<file path="src/rtl/riscv_fetch_pkg.sv">
// Shared types and constants for the instruction fetch front end.
package riscv_fetch_pkg;

  localparam int XLEN = 32;
  localparam logic [XLEN-1:0] NOP_INSTR        = 32'h0000_0013;
  localparam logic [XLEN-1:0] DEFAULT_RESET_PC = 32'h0000_0000;

  typedef struct packed {
    logic [XLEN-1:0] instr;
    logic [XLEN-1:0] pc;
  } fetch_entry_t;

endpackage

</file>
<file path="src/rtl/fetch_queue.sv">
// Synchronous FIFO of fetch entries with a flush input; DEPTH must be a power of two.
module fetch_queue
  import riscv_fetch_pkg::*;
#(
  parameter int DEPTH = 4,
  localparam int PTR_W = $clog2(DEPTH),
  localparam int CNT_W = $clog2(DEPTH + 1)
) (
  input  logic             clk,
  input  logic             rst,
  input  logic             clear,
  input  logic             push,
  input  fetch_entry_t     push_data,
  input  logic             pop,
  output fetch_entry_t     pop_data,
  output logic             full,
  output logic             empty,
  output logic [CNT_W-1:0] count
);

  fetch_entry_t     storage [DEPTH];
  logic [PTR_W-1:0] rd_ptr;
  logic [PTR_W-1:0] wr_ptr;

  always_ff @(posedge clk or posedge rst) begin
    if (rst) begin
      rd_ptr <= '0;
      wr_ptr <= '0;
      count  <= '0;
    end else if (clear) begin
      rd_ptr <= '0;
      wr_ptr <= '0;
      count  <= '0;
    end else begin
      if (push) wr_ptr <= wr_ptr + 1'b1;
      if (pop)  rd_ptr <= rd_ptr + 1'b1;
      if (push && !pop)      count <= count + 1'b1;
      else if (pop && !push) count <= count - 1'b1;
    end
  end

  always_ff @(posedge clk) begin
    if (push && !clear) storage[wr_ptr] <= push_data;
  end

  assign pop_data = storage[rd_ptr];
  assign full     = (count == CNT_W'(DEPTH));
  assign empty    = (count == '0);

  // Upstream credit accounting makes both of these unreachable.
  always @(posedge clk) begin
    if (!rst && !clear) begin
      assert (!(pop && empty));
      assert (!(push && full));
    end
  end

endmodule

</file>
<file path="src/rtl/fetch_unit.sv">
// Instruction fetch front end: PC, credit-limited imem requests, response queue, decode handshake.
// Optional FETCH_BYPASS_EN forwards a response straight to decode when the queue is empty.
module fetch_unit
  import riscv_fetch_pkg::*;
#(
  parameter int               WIDTH    = 32,
  parameter int               DEPTH    = 4,
  parameter logic [WIDTH-1:0] RESET_PC = DEFAULT_RESET_PC
) (
  input  logic             clk,
  input  logic             rst,
  output logic             imem_req_valid,
  output logic [WIDTH-1:0] imem_req_addr,
  input  logic             imem_req_ready,
  input  logic             imem_rsp_valid,
  input  logic [WIDTH-1:0] imem_rsp_data,
  input  logic             redirect_valid,
  input  logic [WIDTH-1:0] redirect_pc,
  input  logic             fetch_stall,
  output logic             dec_valid,
  output logic [WIDTH-1:0] dec_instr,
  output logic [WIDTH-1:0] dec_pc,
  input  logic             dec_ready
);

  localparam int CNT_W = $clog2(DEPTH + 1);

  logic [WIDTH-1:0] fetch_pc_p0;
  logic [CNT_W-1:0] drop_cnt;
  logic [CNT_W-1:0] outstanding;
  logic [CNT_W-1:0] q_count;
  logic             q_full, q_empty, pcf_full, pcf_empty;
  logic             req_accept, rsp_keep, q_push, q_pop;
  fetch_entry_t     q_head, q_wdata, pcf_head, pcf_wdata, dec_entry;
  logic             unused_bits;

  // Requests in flight plus queued entries never exceed DEPTH, so responses always fit.
  assign imem_req_valid = !rst && !fetch_stall && !redirect_valid &&
                          (({1'b0, q_count} + {1'b0, outstanding}) < (CNT_W + 1)'(DEPTH));
  assign imem_req_addr  = fetch_pc_p0;
  assign req_accept     = imem_req_valid && imem_req_ready;
  assign rsp_keep       = !rst && imem_rsp_valid && (drop_cnt == '0) && !redirect_valid;

  assign pcf_wdata = '{instr: '0, pc: fetch_pc_p0};
  assign q_wdata   = '{instr: imem_rsp_data, pc: pcf_head.pc};

  // The pc FIFO occupancy is exactly the number of accepted, unanswered requests.
  fetch_queue #(.DEPTH(DEPTH)) u_pc_fifo (
    .clk       (clk),
    .rst       (rst),
    .clear     (1'b0),
    .push      (req_accept),
    .push_data (pcf_wdata),
    .pop       (imem_rsp_valid),
    .pop_data  (pcf_head),
    .full      (pcf_full),
    .empty     (pcf_empty),
    .count     (outstanding)
  );

  fetch_queue #(.DEPTH(DEPTH)) u_instr_q (
    .clk       (clk),
    .rst       (rst),
    .clear     (redirect_valid),
    .push      (q_push),
    .push_data (q_wdata),
    .pop       (q_pop),
    .pop_data  (q_head),
    .full      (q_full),
    .empty     (q_empty),
    .count     (q_count)
  );

`ifdef FETCH_BYPASS_EN
  logic bypass_hit;
  assign bypass_hit = q_empty && rsp_keep;
  assign q_push     = rsp_keep && !(bypass_hit && dec_ready);
  assign dec_valid  = !q_empty || bypass_hit;
  assign dec_entry  = q_empty ? q_wdata : q_head;
`else
  assign q_push     = rsp_keep;
  assign dec_valid  = !q_empty;
  assign dec_entry  = q_head;
`endif

  assign q_pop     = !q_empty && dec_ready;
  assign dec_instr = dec_valid ? dec_entry.instr : NOP_INSTR;
  assign dec_pc    = dec_valid ? dec_entry.pc : '0;

  assign unused_bits = ^{q_full, pcf_full, pcf_empty, pcf_head.instr};

  always_ff @(posedge clk or posedge rst) begin
    if (rst) begin
      fetch_pc_p0 <= RESET_PC;
      drop_cnt    <= '0;
    end else if (redirect_valid) begin
      fetch_pc_p0 <= {redirect_pc[WIDTH-1:2], 2'b00};
      drop_cnt    <= outstanding - CNT_W'(imem_rsp_valid);
    end else begin
      if (req_accept) fetch_pc_p0 <= fetch_pc_p0 + WIDTH'(4);
      if (imem_rsp_valid && (drop_cnt != '0)) drop_cnt <= drop_cnt - 1'b1;
    end
  end

endmodule

</file>
<file path="config.mk">
export PLATFORM = sky130hd
export DESIGN_NAME = fetch_unit
export DESIGN_NICKNAME = d
export VERILOG_FILES = /design/src/rtl/riscv_fetch_pkg.sv /design/src/rtl/fetch_queue.sv /design/src/rtl/fetch_unit.sv
export SDC_FILE = /design/constraint.sdc
export NUM_CORES = 1
export LEC_CHECK = 0
export ABC_CLOCK_PERIOD_IN_PS = 4600
export CORE_UTILIZATION = 41
export CTS_CLUSTER_DIAMETER = 30
export CTS_CLUSTER_SIZE = 25
export DETAILED_ROUTE_END_ITERATION = 8
export GPL_ROUTABILITY_DRIVEN = 0
export PLACE_DENSITY = 0.61
export SKIP_LAST_GASP = 1
export SLEW_MARGIN = 20
export SYNTH_ARGS = -nofsm -noshare
export SYNTH_HDL_FRONTEND = slang
export SYNTH_SLANG_ARGS = --single-unit
export TNS_END_PERCENT = 50
</file>
<file path="constraint.sdc">
create_clock -name clk -period 4.6 [get_ports clk]
set_input_delay 0.46 -clock clk [delete_from_list [all_inputs] [get_ports clk]]
set_output_delay 0.46 -clock clk [all_outputs]
set_load 0.01 [all_outputs]
</file>
==> metrics.md, run 1 <==
| Metric | Value |
|---|---|
| Drt initial violations | `470` |
| Fin. max-slew vios | `0` |
| Initial DRT Pass Iterations | `5` |
| Top cells by area, synth | `edfxtp_1, mux4_2, dfrtp_1` |
| Critical path's top delay family | `buffers and inverters` |
| Largest net degree at the start of global routing | `64` |
| Total clock sinks | `415` |
| Tcrit/Tclk final | `78.6%` |
| Max-cap violation count | `0` |
| Setup TNS | `0 ps` |
| Synthesized area | `0.0166 mm^2` |
| Mapped Cells | `882` |
| Core area | `0.0398 mm^2` |
| Largest area contributor in the netlist | `edfxtp_1` |
| Cell-internal power | `10.4 mW` |
| PwrDens | `637 mW/mm^2` |
| Die height | `203 um` |
| Layout cells sized above 1 | `24.3%` |
| CP Cell Sequence | `nor3_1, inv_2, and2_1, clkdlybuf4s50_1` |
| Met3 global-route usage | `4.28%` |
| Synthesized area per cell | `18.8 um^2` |
| Post-synth top flop | `edfxtp_1` |
| Seq pwr share | `34.4%` |
| I/O pin total | `169` |
| CTS Root Cell | `clkbuf_16` |
| P_leak | `7.54 nW` |
| Switching share of power | `25.9%` |
| Wire length of the first global-routing pass | `55,700 um` |
| Total number of vias | `9,066` |
| F_max | `277 MHz` |
| Yosys cell types | `48` |
| Status | `finished, final reports clean` |
| Post-CTS Setup Inserts | `0` |
| Ys async rst share | `11.3%` |
| CP arrival | `3160 ps` |
| Crit path time final | `3620 ps` |
| Clk_lat worst skew | `600 ps` |
| Overall global routing resource usage | `17.8%` |
| Initial antenna violation count | `1` |
| CTS tree | `built` |
| Initial Util | `41.7%` |
| Met2 Track Usage GR | `27.5%` |
| Post-synthesis sequential area ratio | `73.6%` |
| Number of global-route vias before repair | `9,661` |
| Final hold violations | `0` |
| Hold_ws | `435 ps` |
| Layout Area Growth over Synthesis | `33.0%` |
| Min-Delay Path Class | `in -> reg` |
| Crit path max fanout | `63` |
| IR Drop Worst-Case VDD | `0.000350 V` |
| Switch Pwr | `3.65 mW` |
| CTS Hold Bufs | `0` |
| Nets | `1,203` |
| RSZ-0062 raised after global routing | `no` |
| GR Layer Usage met1 | `24.6%` |
| Clk slew on worst S/H paths | `40 ps` |
| Kind of end point of the critical path | `primary output` |
| Die area | `0.0413 mm^2` |
| Yosys top cell area share | `66.5%` |
| Post-synth EDFFs | `368` |
| Synth warnings | `0` |
| Port buffer count | `162` |
| Worst endpoint required time | `4140 ps` |
| Vias per cell | `5.29` |
| CP max stage cell | `nor3_1` |
| Setup CP Type | `reg -> out` |
| Clk pwr share | `46.3%` |
| Hpwl dp | `20,700 um` |
| Routed Antenna Nets | `0` |
| Actual slew at the worst max-slew pin | `1050 ps` |
| Congestion Overflow GR | `0` |
| Final setup violation count | `0` |
| Startpoint Class | `register` |
| DRC | `0` |
| Clk buf depth | `3` |
| TritonCTS buffer count | `91` |
| Antenna diode count | `0` |
| CP max stage delay | `660 ps` |
| Post-Route WL | `35,300 um` |
| Synth Register Bits | `415` |
| WP buf/inv | `2` |
| CTS resizes | `0` |
| Die Wd | `203 um` |
| Htree depth | `3` |
| Setup Skew | `21.5 ps` |
| DR WL/cell | `20.6 um` |
| Slew HR | `30.0%` |
| Num rows | `73` |
| Most Crowded Layer GR | `met2` |
| Comb power frac | `19.3%` |
[area by class of cell]
cell class	instances	area (um^2)
Timing Repair Buffer	182	1820
Inverter	17	65.1
Clock inverter	66	812
Sequential cell	415	12200
Clock buffer	103	2380
Fill cell	3149	17700
Tap cell	525	657
Multi-Input combinational cell	407	4140
[worst reg2reg max path, stage by stage (launching register included)]
cell,delay [ps]
dfrtp_1,420
nor3_1,660
inv_2,580
nand2_1,350
and2_1,190
fa_1,210
nor2b_1,60
a2bb2oi_1,190
xor2_1,160
nor2_1,50
[flip-flops by register name (all words and copies together), names as in the netlist]
| signal | count |
|---|---|
| drop_cnt | 3 |
| imem_req_addr | 30 |
| u_instr_q.count | 3 |
| u_instr_q.rd_ptr | 2 |
| u_instr_q.storage | 248 |
| u_instr_q.wr_ptr | 2 |
| u_pc_fifo.count | 3 |
| u_pc_fifo.rd_ptr | 2 |
| u_pc_fifo.storage | 120 |
| u_pc_fifo.wr_ptr | 2 |
[cells in the final DEF, fill, tap and decap left out, types with 9 or more instances in the layout]
cell,count
nor2_1,28
nand4_1,11
clkdlybuf4s50_1,161
clkinv_4,12
edfxtp_1,368
and2_1,65
ha_1,16
nand2_1,33
clkbuf_16,92
clkinvlp_4,19
o21ai_0,20
buf_4,16
nor3_1,9
nand3_1,23
inv_1,15
bufinv_16,12
dfrtp_1,43
mux4_2,92
[final timing paths]
| path | start | to | slack [ps] | cells past startpoint |
|---|---|---|---|---|
| setup / recovery | u_instr_q.count[0] | dec_pc[4] | 980 | 4 |
| hold reg to reg | u_pc_fifo.count[2] | u_pc_fifo.count[2] | 530 | 1 |
| hold / removal | redirect_pc[30] | imem_req_addr[30] | 430 | 3 |
| min in group asynchronous | rst | imem_req_addr[26] | 450 | 2 |
| max in group asynchronous | rst | u_instr_q.rd_ptr[0] | 3550 | 2 |
| setup reg to reg | u_instr_q.count[0] | u_instr_q.count[2] | 1590 | 9 |
[stage by stage]
step	cell area (um^2)	worst slack, ps	total power [mW]	instances	util [%]
finish	22100	984	14.1	1715	55.5
global route	22100	721	14.7	1715	55.5
CTS	22100	840	14.3	1715	55.5
detailed placement	18900	1270	7.71	1546	47.5
global placement	18900	1280	7.67	1546	47.5
floorplan	16600	1410	6.43	885	-
[power by group through the flow]
stage | Combinational, mW | Clock, mW | Sequential (mW)
2_1_floorplan | 1.78 | 0 | 4.65
3_3_place_gp | 2.75 | 0 | 4.92
3_5_place_dp | 2.78 | 0 | 4.93
4_1_cts | 2.79 | 6.65 | 4.86
5_1_grt | 2.98 | 6.82 | 4.90
6_report | 2.72 | 6.52 | 4.84
[synthesized netlist by cell type (all sizes together), types with 2 or more instances]
cell    number
a221o        7
or3          2
a32oi        2
nor4         7
nand3b       2
nand4       12
a22oi        4
mux4        92
nor3         9
nand2       34
o21ai       20
o211ai       7
inv         16
and3         8
clkbuf      24
nor2b        4
a21oi        7
a21o         6
edfxtp     368
dfrtp       47
mux2i        4
or2          3
fa           2
nand3       24
nor2        28
buf         22
and4         2
a31oi        4
xnor2        7
xor2         8
and2        69
nand2b       3
ha          16
o311ai       6
[logic make-up (layout without fill, tap and decap cells)]
logic type / count (synthesis) / count (layout) / share of synthesized area (%)
AO/OA/AOI/OAI: 65 / 65 / 2.68
XOR/XNOR: 15 / 15 / 0.791
adder cells (fa/ha/maj): 18 / 18 / 1.45
buffers and inverters: 63 / 368 / 1.63
flip-flops: 415 / 415 / 73.6
multiplexers: 97 / 97 / 12.8
other: 1 / 4 / 0.0226
AND/OR/NAND/NOR: 208 / 208 / 7.06
[layer usage]
layer	vias up	routed length (um)	part of all wire [%]
met5	-	0	0
met4	0	631	1.8
met3	58	2110	6.0
met2	318	16700	47
met1	4662	15800	45
li1	4028	-	-
Power figures use the tool's default switching activity.
==> inputs of run 2 (changes only) <==
--- a/config.mk
+++ b/config.mk
@@ -5,13 +5,13 @@
 export SDC_FILE = /design/constraint.sdc
 export NUM_CORES = 1
 export LEC_CHECK = 0
-export ABC_CLOCK_PERIOD_IN_PS = 4600
+export ABC_CLOCK_PERIOD_IN_PS = 3000
 export CORE_UTILIZATION = 41
 export CTS_CLUSTER_DIAMETER = 30
 export CTS_CLUSTER_SIZE = 25
 export DETAILED_ROUTE_END_ITERATION = 8
 export GPL_ROUTABILITY_DRIVEN = 0
-export PLACE_DENSITY = 0.61
+export PLACE_DENSITY = 0.63
 export SKIP_LAST_GASP = 1
 export SLEW_MARGIN = 20
 export SYNTH_ARGS = -nofsm -noshare
==> constraint.sdc (replaced) <==
create_clock -name clk -period 3 [get_ports clk]
set_input_delay 0.3 -clock clk [delete_from_list [all_inputs] [get_ports clk]]
set_output_delay 0.3 -clock clk [all_outputs]
set_load 0.01 [all_outputs]
==> run 2 against run 1 <==
Effect of this change: sequential share of layout area shrank 0.59 points; hold slack lost 250 ps; total power grew 54%; setup slack lost 890 ps; cell count grew 1.3%; first-iteration DRC count grew 22%; register-to-register slack lost 1100 ps; utilization grew 0.60 points; die area is the same; via count grew 0.12%; non-clock buffer count grew 28; clock power grew 49%; critical endpoint is now dec_pc[15].
==> metrics.md, run 2 (synthesized netlist as in run 1, its figures left out) <==
| Metric | Value |
|---|---|
| Nets | `1,228 (+2.1%)` |
| Comb power frac | `22.0% (+2.7 points)` |
| Final hold violations | `0 (unchanged)` |
| Switching share of power | `25.8% (-0.073 points)` |
| PwrDens | `970 mW/mm^2 (+52%)` |
| Tcrit/Tclk final | `96.7%` |
| Actual slew at the worst max-slew pin | `902 ps (-145 ps)` |
| Core area | `0.0398 mm^2 (unchanged)` |
| Fin. max-slew vios | `0 (unchanged)` |
| I/O pin total | `169 (unchanged)` |
| Crit path time final | `2900 ps` |
| Worst endpoint required time | `2700 ps (-1440 ps)` |
| CTS Hold Bufs | `0 (unchanged)` |
| Pre-CTS setup slack | `375 ps (-891 ps)` |
| Placement-stage cell area | `0.0192 mm^2 (+1.7%)` |
| Routed Antenna Nets | `0 (unchanged)` |
| CP arrival | `2600 ps (-560 ps)` |
| Initial DRT Pass Iterations | `5 (unchanged)` |
| Max-cap violation count | `0 (unchanged)` |
| P_leak | `7.70 nW (+2.1%)` |
| TritonCTS buffer count | `88 (-3.3%)` |
| IR Drop Worst-Case VDD | `0.000498 V (+42%)` |
| Tot Pwr | `21.7 mW (+54%)` |
| Setup CP Type | `reg -> out` |
| Status | `finished, final reports clean` |
| Final instance area | `0.0223 mm^2 (+1.1%)` |
| Crit path max fanout | `7 (-89%)` |
| Largest Register | `u_instr_q.storage` |
| Most frequent cells in the layout | `edfxtp_1, clkdlybuf4s50_1, mux4_2` |
| Hpwl dp | `21,800 um (+5.0%)` |
| Switch Pwr | `5.60 mW (+53%)` |
| Post-layout util | `56.1% (+0.60 points)` |
| Kind of end point of the critical path | `primary output` |
| Final setup violation count | `0 (unchanged)` |
| DR WL/cell | `20.6 um (+0.12%)` |
| Post-Route WL | `35,800 um (+1.4%)` |
| Htree depth | `3 (unchanged)` |
| Clk_lat worst skew | `600 ps (about the same)` |
| Cell-internal power | `16.1 mW (+54%)` |
| Die Wd | `203 um (unchanged)` |
| Fin worst setup slack | `99.1 ps (-885 ps)` |
| Die height | `203 um (unchanged)` |
| Overall global routing resource usage | `17.8% (+0.029 points)` |
| Max FFs per register | `248 (unchanged)` |
| Min-Delay Path Class | `in -> async` |
| Setup TNS | `0 ps (unchanged)` |
| Num rows | `73 (unchanged)` |
| Largest net degree at the start of global routing | `47 (-27%)` |
| Layout Area Growth over Synthesis | `34.5%` |
| Startpoint Class | `register` |
| RSZ-0062 raised after global routing | `yes` |
| Vias per cell | `5.23 (-1.1%)` |
| Initial antenna violation count | `1 (unchanged)` |
| Seq pwr share | `33.3% (-1.1 points)` |
| Total clock sinks | `415 (unchanged)` |
| Die area | `0.0413 mm^2 (unchanged)` |
| Drt initial violations | `575 (+22%)` |
| Wire length of the first global-routing pass | `55,200 um (-0.84%)` |
| Clk pwr share | `44.8% (-1.5 points)` |
| Layout cells sized above 1 | `25.1% (+0.80 points)` |
| Congestion Overflow GR | `0 (unchanged)` |
| Clk buf depth | `3 (unchanged)` |
| CTS tree | `built` |
| Port buffer count | `162 (unchanged)` |
| Number of global-route vias before repair | `9,605 (-0.58%)` |
| CTS Root Cell | `clkbuf_16` |
| F_max | `345 MHz` |
| Setup Skew | `25.7 ps (+4.19 ps)` |
| Most common cell after layout, fill and taps aside | `edfxtp_1` |
| Initial Util | `41.7% (unchanged)` |
| DRC | `0 (unchanged)` |
| Antenna diode count | `0 (unchanged)` |
| Total number of vias | `9,077 (+0.12%)` |
| Clk slew on worst S/H paths | `50 ps (about the same)` |
| Slew HR | `39.6% (+9.7 points)` |
## run 2: changes by cell type in the layout (fill, tap and decap cells not counted), sizes merged
| cell | previous run | this run |
|---|---|---|
| inv | 20 | 22 |
| buf | 21 | 48 |
| clkbuf | 103 | 101 |
| clkdlybuf4s50 | 161 | 162 |
| clkinv | 32 | 34 |
| clkinvlp | 19 | 11 |
## run 2: cell type report
type | instances | area (um^2)
well taps | 525 | 657
fillers | 3132 | 17500
clock buffers | 101 | 2330
inverters | 17 | 63.8
repair buffers | 210 | 2200
multi-input cells | 407 | 4140
clock inverters | 62 | 716
flip-flops and latches | 415 | 12200
## run 2: per-stage QoR
stage                     std cells  hold slack [ps]
after global placement         1570              515
after floorplan                 885              387
after CTS                      1737              206
after detailed placement       1570              518
final                          1737              183
after global routing           1737              241
## run 2: worst paths after layout
check | startpoint | end | slack [ps] | cells past startpoint
worst max-delay path | u_instr_q.rd_ptr[0] | dec_pc[15] | 100 | 5
worst min-delay path | rst | u_instr_q.count[2] | 180 | 2
worst max register to register | u_pc_fifo.count[1] | imem_req_addr[12] | 520 | 9
worst min register to register | u_pc_fifo.count[2] | u_pc_fifo.count[2] | 530 | 1
max in group asynchronous | rst | imem_req_addr[3] | 2160 | 3
min in group clk | redirect_pc[30] | imem_req_addr[30] | 290 | 3
## run 2: repair_timing
item / 4_1_cts / 5_1_grt
setup endpoints to repair: 51 / 4
resized for setup: 0 / 1
pin swaps: 0 / 0
buffers inserted: 4 / 0
gates cloned: 0 / 0
## run 2: routing by layer
metal / vias to the layer above / GRT usage [%] / wire (um)
met3: 55 / 4.11 / 2310
met4: 0 / 6.93 / 742
li1: 4073 / - / -
met1: 4620 / 23.4 / 15500
met5: - / 0 / 0
met2: 329 / 28.8 / 17300
## run 2: critical path, cell delays in order, from the launching register on
cell and delay, ps:
dfrtp_4 540, buf_12 170, buf_12 120, mux4_2 490, and2_1 170, clkdlybuf4s50_1 530
## run 2: power by group through the flow
stage	clock (mW)	combinational (mW)	sequential (mW)
6_report	9.71	4.76	7.21
5_1_grt	10.2	5.18	7.25
4_1_cts	9.88	4.88	7.21
3_5_place_dp	0	4.72	7.36
3_3_place_gp	0	4.68	7.35
2_1_floorplan	0	2.72	7.13
==> inputs of run 3 (changes only) <==
--- a/config.mk
+++ b/config.mk
@@ -6,6 +6,7 @@
 export NUM_CORES = 1
 export LEC_CHECK = 0
 export ABC_CLOCK_PERIOD_IN_PS = 3000
+export CORE_MARGIN = 1.5
 export CORE_UTILIZATION = 41
 export CTS_CLUSTER_DIAMETER = 30
 export CTS_CLUSTER_SIZE = 25
@@ -13,7 +14,7 @@
 export GPL_ROUTABILITY_DRIVEN = 0
 export PLACE_DENSITY = 0.63
 export SKIP_LAST_GASP = 1
-export SLEW_MARGIN = 20
+export SLEW_MARGIN = 25
 export SYNTH_ARGS = -nofsm -noshare
 export SYNTH_HDL_FRONTEND = slang
 export SYNTH_SLANG_ARGS = --single-unit
==> run 3 against run 2 <==
Effect of this change: total power rose by 5.0%; first-iteration DRC count fell by 17%; sequential share of layout area fell by 1.1 points; combinational power rose by 3%; critical endpoint is now dec_pc[5]; clock power rose by 10%; count of clock-buffer cells in the layout rose by 7; non-clock buffer count rose by 7; highest routed layer unchanged; setup slack got worse by 29 ps; critical path depth did not move; hold slack improved by 0.75 ps; register-to-register slack improved by 80 ps; die area rose by 0.99%.
==> metrics.md, run 3 (synthesized netlist as in run 1, its figures left out) <==
| Metric | Value |
|---|---|
| Actual slew at the worst max-slew pin | `983 ps (+80.8 ps)` |
| Number of global-route vias before repair | `9,573 (-0.33%)` |
| Die area | `0.0417 mm^2 (+0.99%)` |
| DR WL/cell | `20.4 um (-0.86%)` |
| Final hold violations | `0 (unchanged)` |
| RSZ-0062 raised after global routing | `yes` |
| Largest net degree at the start of global routing | `36 (-23%)` |
| Max FFs per register | `248 (unchanged)` |
| Htree depth | `3 (unchanged)` |
| Startpoint Class | `register` |
| Cell count after placement | `1,578 (+0.51%)` |
| Non-Filler Instances | `1,752 (+0.86%)` |
| Nets | `1,240 (+0.98%)` |
| Num rows | `73 (unchanged)` |
| Routed Antenna Nets | `0 (unchanged)` |
| Antenna diode count | `0 (unchanged)` |
| Post-Route WL | `35,800 um (about the same)` |
| Min-Delay Path Class | `in -> async` |
| Wire length of the first global-routing pass | `55,700 um (+0.87%)` |
| CTS tree | `built` |
| Post-layout util | `57.3% (+1.1 points)` |
| Port buffer count | `162 (unchanged)` |
| Fin. max-slew vios | `0 (unchanged)` |
| Overall global routing resource usage | `17.7% (-0.13 points)` |
| Congestion Overflow GR | `0 (unchanged)` |
| Hpwl dp | `22,300 um (+2.2%)` |
| Tot Pwr | `22.8 mW (+5.0%)` |
| Worst endpoint required time | `2700 ps (about the same)` |
| Layout cells sized above 1 | `26.0% (+0.92 points)` |
| IR Drop Worst-Case VDD | `0.000594 V (+19%)` |
| Initial DRT Pass Iterations | `4 (-1)` |
| Tcrit/Tclk final | `97.7% (+0.98 points)` |
| Drt initial violations | `479 (-17%)` |
| TritonCTS buffer count | `93 (+5.7%)` |
| R2R Path Start | `u_pc_fifo.count[2]` |
| Setup CP Type | `reg -> out` |
| Setup Skew | `18.1 ps (-7.62 ps)` |
| Final setup violation count | `0 (unchanged)` |
| PwrDens | `998 mW/mm^2 (+2.9%)` |
| Vias per cell | `5.20 (-0.58%)` |
| DRC | `0 (unchanged)` |
| CTS Hold Bufs | `0 (unchanged)` |
| CP arrival | `2630 ps (+30 ps)` |
| Status | `finished, final reports clean` |
| P_leak | `7.93 nW (+3.1%)` |
| Die Wd | `204 um (+0.49%)` |
| Most frequent cells in the layout | `edfxtp_1, clkdlybuf4s50_1, clkbuf_16` |
| F_max | `341 MHz (-1.0%)` |
| Total number of vias | `9,102 (+0.28%)` |
| Most common cell after layout, fill and taps aside | `edfxtp_1` |
| Fill cell count | `3,034 (-3.1%)` |
| Largest Register | `u_instr_q.storage` |
| Max-cap violation count | `0 (unchanged)` |
| CTS Root Cell | `clkbuf_16` |
| Crit path time final | `2930 ps (+29.4 ps)` |
| Total clock sinks | `415 (unchanged)` |
| Kind of end point of the critical path | `primary output` |
| Initial Util | `41.7% (unchanged)` |
| Crit path max fanout | `10 (+3)` |
| Die height | `204 um (+0.49%)` |
| Slew HR | `34.2% (-5.4 points)` |
| Clk buf depth | `3 (unchanged)` |
| Core area | `0.0398 mm^2 (unchanged)` |
| CP Launch Point | `u_instr_q.rd_ptr[0]` |
| Clk slew on worst S/H paths | `40 ps (about the same)` |
| Clk_lat worst skew | `590 ps (about the same)` |
| Hold_ws | `184 ps (+0.753 ps)` |
| Layout Area Growth over Synthesis | `37.2%` |
| Initial antenna violation count | `0 (-1)` |
| I/O pin total | `169 (unchanged)` |
run 3: changes by cell type in the layout (fill, tap and decap cells not counted), sizes merged:
cell           previous run  this run
bufinv                   12        19
clkbuf                  101       108
buf                      48        54
clkinv                   34        31
inv                      22        19
clkdlybuf4s50           162       160
dlymetal6s2s              0         2
bufbuf                    0         1
run 3: path summary, 6_finish.rpt:
path / end / slack, ps / cells after the start
setup / recovery: dec_pc[5] / 70 / 5
hold / removal: u_instr_q.count[0] / 180 / 2
setup reg to reg: u_pc_fifo.count[2] / 600 / 10
hold reg to reg: u_pc_fifo.count[2] / 520 / 1
max in group asynchronous: imem_req_addr[20] / 2150 / 3
min in group clk: imem_req_addr[30] / 300 / 3
run 3: critical path, cell delays in order, from the launching register on:
cell	delay (ps)
dfrtp_4	470
buf_12	120
bufbuf_16	290
mux4_2	490
and2_1	160
clkdlybuf4s50_1	520
run 3: metrics by stage:
stage / TNS (ps) / worst slack (ps) / instance area [um^2]
2_1_floorplan: -22960 / -185 / 16600
3_3_place_gp: 0 / 402 / 19400
3_5_place_dp: 0 / 407 / 19400
4_1_cts: 0 / 13.4 / 22800
5_1_grt: -127 / -23.2 / 22800
6_report: 0 / 69.7 / 22800
run 3: cell type report:
| cell class | count | area, um^2 | area share [%] |
|---|---|---|---|
| clock buffers | 108 | 2490 | 10.9 |
| clock inverters | 63 | 877 | 3.85 |
| inverters | 17 | 63.8 | 0.280 |
| multi-input cells | 407 | 4140 | 18.2 |
| flip-flops and latches | 415 | 12200 | 53.7 |
| well taps | 525 | 657 | 2.88 |
| repair buffers | 217 | 2340 | 10.3 |
run 3: power by group:
part           leakage (nW)  total (mW)  internal [mW]  switching (mW)
logic                  2.43        4.89           2.72            2.17
registers              3.89        7.20           6.85           0.352
clock network          1.61        10.7           7.55            3.12
run 3: layer usage:
metal	up-vias	GRT usage (%)	routed length, um
met5	-	0	0
met2	297	28.0	17200
met4	0	6.28	778
li1	4096	-	-
met1	4642	24.1	15900
met3	67	3.94	1850
run 3: timing repair:
| item | in CTS | in global routing |
|---|---|---|
| setup endpoints to repair | 34 | 10 |
| gates resized for setup | 2 | 2 |
| setup buffers | 2 | 0 |
| cloned | 1 | 0 |
